`src/rtl/mul_seq_unsigned.sv`:
```
// Iterative shift-add unsigned multiplier with valid/ready handshakes.
// Retires DIGIT multiplier bits per BUSY cycle; optional early termination.
//
// state   | meaning
// --------+--------------------------------------------------------------
// IDLE    | in_ready=1, waiting for operands
// BUSY    | accumulating one digit of partial product per cycle
// DONE    | out_valid=1, z stable until drained by out_ready
module mul_seq_unsigned #(
    parameter int WIDTH      = 8,
    parameter int DIGIT      = 1,
    parameter bit EARLY_EXIT = 1'b0
) (
    input  logic                 clk,
    input  logic                 rst_n,
    input  logic                 in_valid,
    output logic                 in_ready,
    input  logic [WIDTH-1:0]     a,
    input  logic [WIDTH-1:0]     b,
    output logic                 out_valid,
    input  logic                 out_ready,
    output logic [2*WIDTH-1:0]   z
);

    localparam int N  = WIDTH / DIGIT;
    localparam int CW = $clog2(N + 1);

    typedef enum logic [1:0] {
        ST_IDLE = 2'd0,
        ST_BUSY = 2'd1,
        ST_DONE = 2'd2
    } state_t;

    state_t               state, state_nxt;
    logic [WIDTH-1:0]     a_reg;
    logic [WIDTH-1:0]     b_sr;
    logic [2*WIDTH-1:0]   acc;
    logic [CW-1:0]        cnt;

    logic [WIDTH+DIGIT-1:0] pp;
    logic [2*WIDTH-1:0]     pp_shifted;
    logic [2*WIDTH-1:0]     acc_nxt;
    logic [WIDTH-1:0]       b_sr_nxt;
    logic [CW-1:0]          cnt_nxt;
    logic                   busy_last;
    logic                   accept;
    logic                   zero_skip;

    // Partial product is WIDTH+DIGIT bits wide, then placed at the digit's weight.
    always_comb begin
        pp         = {{DIGIT{1'b0}}, a_reg} * {{WIDTH{1'b0}}, b_sr[DIGIT-1:0]};
        pp_shifted = (2*WIDTH)'(pp) << (DIGIT * int'(cnt));
        acc_nxt    = acc + pp_shifted;
        b_sr_nxt   = b_sr >> DIGIT;
        cnt_nxt    = cnt + CW'(1);
        busy_last  = (cnt_nxt == CW'(N)) || (EARLY_EXIT && (b_sr_nxt == '0));
        accept     = in_valid && (state == ST_IDLE);
        zero_skip  = EARLY_EXIT && (b == '0);
    end

    always_comb begin
        state_nxt = state;
        case (state)
            ST_IDLE: if (accept) state_nxt = zero_skip ? ST_DONE : ST_BUSY;
            ST_BUSY: if (busy_last) state_nxt = ST_DONE;
            ST_DONE: if (out_ready) state_nxt = ST_IDLE;
            default: state_nxt = ST_IDLE;
        endcase
    end

    always_ff @(posedge clk or negedge rst_n) begin
        if (!rst_n) begin
            state <= ST_IDLE;
            a_reg <= '0;
            b_sr  <= '0;
            acc   <= '0;
            cnt   <= '0;
            z     <= '0;
        end else begin
            state <= state_nxt;
            case (state)
                ST_IDLE: begin
                    if (accept) begin
                        a_reg <= a;
                        b_sr  <= b;
                        acc   <= '0;
                        cnt   <= '0;
                        if (zero_skip) z <= '0;
                    end
                end
                ST_BUSY: begin
                    acc  <= acc_nxt;
                    b_sr <= b_sr_nxt;
                    cnt  <= cnt_nxt;
                    if (busy_last) z <= acc_nxt;
                end
                default: ;
            endcase
        end
    end

    assign in_ready  = (state == ST_IDLE);
    assign out_valid = (state == ST_DONE);

endmodule

```
`config.mk`:
```
export PLATFORM = sky130hd
export DESIGN_NAME = mul_seq_unsigned
export DESIGN_NICKNAME = d
export VERILOG_FILES = /design/src/rtl/mul_seq_unsigned.sv
export SDC_FILE = /design/constraint.sdc
export NUM_CORES = 1
export LEC_CHECK = 0
export ABC_CLOCK_PERIOD_IN_PS = 4300
export CAP_MARGIN = 20
export CELL_PAD_IN_SITES_DETAIL_PLACEMENT = 1
export CELL_PAD_IN_SITES_GLOBAL_PLACEMENT = 2
export CORE_ASPECT_RATIO = 0.9
export CORE_UTILIZATION = 35
export CTS_CLUSTER_SIZE = 16
export DETAILED_ROUTE_END_ITERATION = 16
export PLACE_DENSITY = 0.84
export SYNTH_ARGS = -nofsm -noshare
export SYNTH_HDL_FRONTEND = slang
export SYNTH_SLANG_ARGS = --single-unit
```
`constraint.sdc`:
```
create_clock -name clk -period 4.3 [get_ports clk]
set_input_delay 0.645 -clock clk [delete_from_list [all_inputs] [get_ports clk]]
set_output_delay 0.645 -clock clk [all_outputs]
set_load 0.01 [all_outputs]
```
### Yosys cells after proc, flatten, opt, wreduce, memory -nomap -nowiden

Index checks and enable logic that the tools add are counted.

* output and inout port bits: 18
* register bits: 54

* shift-type cells: 1
* equality and inequality tests: 6
* add/sub/neg operators: 2
* multipliers: 1
* muxes and demuxes: 10
* reductions and logical operators: 7

Operators by type and width (count)
* 16-bit case mux with 2 select lines: 1
* 16-bit adder: 1
* 16-bit two-way mux: 1
* 8-bit case mux with 2 select lines: 1
* 9-bit by 4-bit << shifter with 16-bit output: 1
* 8-bit by 1-bit multiplier with 9-bit output: 1
* 8-bit two-way mux: 1
* 4-bit case mux with 2 select lines: 1
* 2-bit two-way mux: 3
* 2-bit case mux with 3 select lines: 1
* 2-bit AND reduction: 3
* 4-bit by 1-bit adder with 4-bit output (second input constant): 1
* 4-bit == test (second input constant): 1
* 4-bit two-way mux: 1
* 2-bit by 1-bit != test with 1-bit output (second input constant): 2
* 3-bit AND reduction: 1
* 2-bit by 1-bit == test with 1-bit output (second input constant): 1
* 2-bit == test (second input constant): 1
* 2-bit zero test: 1
* 2-bit != test (second input constant): 1
* 2-bit nonzero test: 1
* 1-bit logical AND: 1

### Depth between registers and ports, before layout

Gate-level depths: netlist (run 1).

* depth after elaboration: 4
* depth in mapped cells: 15
* mapped depth without buffers: 13

### Worst setup path after synthesis (run 1)

OpenSTA, ideal clock, no wires.

* path kind: flip-flop to flip-flop
* start: register cnt[0]
* end: register z[11]
* path buffers: 2
* data arrival time: 2.927 ns
* library setup time: 0.128 ns
* cell stages (with the launch flop): 15
* slack: 1.246 ns
* cells stage by stage: dfrtp_1 buf_2 clkbuf_1 mux2i_1 nor2_1 a31oi_1 mux2_2 nor2_1 ha_1 a21oi_1 or3_1 o221ai_2 o41a_1 xor2_1 mux2_1

* word-level cells in the longest chain between the ends: 3
* elaborated cells between the ends (all ways): 5

RTL lines
* from (decl): RTL line 38 `logic [CW-1:0] cnt;`
* from (signal assigned): RTL line 94 `cnt <= cnt_nxt;`
* parallel branches: the longest is 3 deep, another holds 16-bit adder
* to (signal assigned): RTL line 95 `if (busy_last) z <= acc_nxt;`
* to (decl): RTL line 22 `output logic [2*WIDTH-1:0] z`

Several ways; the timed one is not identified.
A chain may end at the register's enable or synchronous reset.

### Worst setup path after layout (run 1)

Same ends and word-level chain as after synthesis.

==> flow_metrics.py, run 1 <==
metrics = {
    "sta": {
        "fin_skew_ns": 0.00795,
        "setup_viol": 0,
        "maxSlewHeadroom_pct": 30.3,
        "period_share_pct": 85.0,
        "maxSlewViolCount": 0,
        "tns_ns": 0,
        "rsz0062_at_grt": "no",
        "layout_setup_ws_ns": 0.644,
        "hold_ws_ns": 0.468,
        "post-route-min-period_ns": 3.66,
        "fmax_mhz": 274,
        "finalHoldViolCount": 0,
        "worst_pin_slew_ns": 1.04,
    },
    "route": {
        "wl_per_cell_um": 17.0,
        "remaining_drc_errors": 0,
        "antenna_left": 0,
        "drt_pass1_iterations": 4,
        "drt-total-wl_um": 8590,
        "vias_per_cell": 5.41,
        "drt-initial-drc-count": 65,
        "via_count": 2731,
    },
    "finish": {
        "layout-drive-gt1-share_pct": 9.92,
        "reg_top3": "acc (16), z (16)",
        "seq_area_um2": 1350,
        "postLayoutCoreUtil_pct": 42.3,
        "nFillCells": 1092,
        "final_cells": 505,
        "syn_to_final_growth_pct": 16.9,
        "multiInputGateArea_um2": 1850,
        "diodes": 0,
        "final_area_um2": 3880,
        "layout.nets": 419,
    },
    "logic_synthesis": {
        "yosysTopAreaCell": "dfrtp_1",
        "synth_cell_types": 49,
        "yosys_warnings": 0,
        "syn_nets": 390,
        "syn-mean-instance-area_um2": 9.40,
        "synth_top_cell_area_share_pct": 40.7,
        "ys_seq_elements": 54,
        "async_flop_share_pct": 100,
        "synthCells": 353,
        "synth_flop_cell": "dfrtp_1",
        "synth_edf_count": 0,
        "ys_top_cells_by_area": "dfrtp_1 41%, nand2_1 6.1%, ha_1 6.0%",
        "synthTopCellsByCount": "54 x dfrtp_1, 54 x nand2_1, 21 x nor2_1",
        "synth-seq-area-share_pct": 40.7,
        "syn_area_um2": 3320,
    },
    "setup_path": {
        "worst-path-stages": 11,
        "crit_path_top_delay_cell": "dfrtp_1",
        "crit_required_ns": 4.50,
        "crit_path_max_fanout": 19,
        "max_stage_delay_ns": 0.81,
        "ff2ff_setup_slack_ns": 0.64,
        "endpoint": "z[11]",
        "crit_family": "multiplexers",
        "startpoint_type": "flip-flop",
        "r2r-end": "z[11]",
        "endpoint_kind": "flip-flop",
        "path_cells": "mux2_2 -> a31oi_1 -> mux2i_1 -> and2_1 -> ha_1 -> nand2_1 -> or3_1 -> o221ai_2 -> o41a_1 -> xor2_1 -> mux2_1",
        "critPathLaunch": "cnt[0]",
        "r2r_start": "cnt[0]",
        "cp.arrival_ns": 3.86,
        "r2r_cells": 11,
        "critPathKind": "reg2reg",
        "worst-path-buf-inv": 0,
    },
    "clock_tree": {
        "cts_tree": "done",
        "path_clk_slew_ns": 0.11,
        "cts_root_buf": "clkbuf_8",
        "cts.htree.levels": 2,
        "cts.repair.resized": 0,
        "clock-sinks": 54,
        "clk_latency_ns": 0.31,
        "clock_path_buffers": 2,
        "post_cts.repair.setup_buffers": 0,
        "postCtsHoldBufs": 0,
        "numCtsBuffers": 5,
    },
    "power_and_ir_drop": {
        "power.leakage_nw": 1.66,
        "peakVddDrop_uv": 310,
        "pwr_density_cell_nw_per_um2": 651,
        "p_total_mw": 2.52,
    },
    "global_routing": {
        "grt_pass1_vias": 2748,
        "gr-total-overflow": 0,
        "grt_pass1_wl_um": 14400,
        "grt.total_usage_pct": 18.4,
        "grt_max_degree": 55,
        "antenna_found_initial": 0,
    },
    "placed_design": {
        "placedCellCount": 497,
        "portBuffers": 37,
        "dpl.hpwl_um": 6120,
        "pre_cts_ws_ns": 0.662,
        "dpl_cell_area_um2": 3790,
        "place.gp.congestion": 0.837,
    },
    "floorplanning": {
        "rows": 33,
        "fp.dieArea_um2": 9870,
        "die_h_um": 94.4,
        "die_w_um": 105,
        "core-area_um2": 9170,
        "ios": 38,
        "start_util_pct": 36.2,
    },
    "run_status": {
        "status": "finished clean",
    },
    "hold_path": {
        "hold_class": "in2async",
    },
    "run": {
        "drv_cap": 0,
    },
}
-- cells by family after synthesis --
family                     after synthesis  share of synthesized area (%)
AOI/OAI and AO/OA                       94                           18.4
xor gates and xnor gates                14                           3.70
adders and majority gates               17                           6.64
buffers and inverters                   27                           3.43
DFF                                     54                           40.7
muxes                                   36                           12.1
and+or+nand+nor                        111                           15.0
-- worst min-delay path by stage --
stage / slack [ns] / cells after the start / start / to
floorplan: 0.35 / 0 / rst_n / a_reg[0]
global placement: 0.46 / 2 / b_sr[2] / b_sr[1]
detailed placement: 0.47 / 2 / b_sr[1] / b_sr[0]
CTS: 0.50 / 2 / rst_n / z[15]
global route: 0.52 / 2 / rst_n / a_reg[0]
finish: 0.47 / 2 / rst_n / a_reg[5]
-- cell type report --
cell class                 count  area share (%)
multi-input combinational    272            47.8
sequential                    54            34.8
timing repair buffer          43            10.6
tap                          122            3.93
clock buffer                   5            1.77
inverter                       6           0.580
clock inverter                 3           0.548
-- power breakdown --
group	leakage, nW	internal, mW	switching (mW)
registers	0.699	0.715	0.217
logic	0.914	0.588	0.706
clock network	0.0441	0.115	0.182
-- cell usage in the layout (no fill, tap or decap), types with 8 or more instances in the layout --
| master | n |
|---|---|
| a21oi_1 | 11 |
| clkdlybuf4s50_1 | 36 |
| dfrtp_1 | 54 |
| ha_1 | 16 |
| mux2_2 | 15 |
| mux2i_1 | 13 |
| nand2_1 | 54 |
| nor2_1 | 21 |
| nor3_1 | 8 |
| o21ai_0 | 19 |
| o21ai_1 | 14 |
| o22ai_1 | 12 |
| xnor2_1 | 9 |
-- metal layers --
metal / vias up / global-route usage (%) / wire length [um]
met2: 34 / 29.7 / 3870
met4: 0 / 3.17 / 70
met3: 7 / 2.69 / 191
met5: - / 0 / 0
li1: 1326 / - / -
met1: 1364 / 26.6 / 4460
(Power assumes the default switching activity.)
==> inputs of run 2 (changes only) <==
--- a/config.mk
+++ b/config.mk
@@ -13,6 +13,7 @@
 export CORE_UTILIZATION = 35
 export CTS_CLUSTER_SIZE = 16
 export DETAILED_ROUTE_END_ITERATION = 16
+export HOLD_SLACK_MARGIN = 0.02
 export PLACE_DENSITY = 0.84
 export SYNTH_ARGS = -nofsm -noshare
 export SYNTH_HDL_FRONTEND = slang
==> results of run 2 <==
The final DEF is identical to that of run 1; final timing and power are the same.
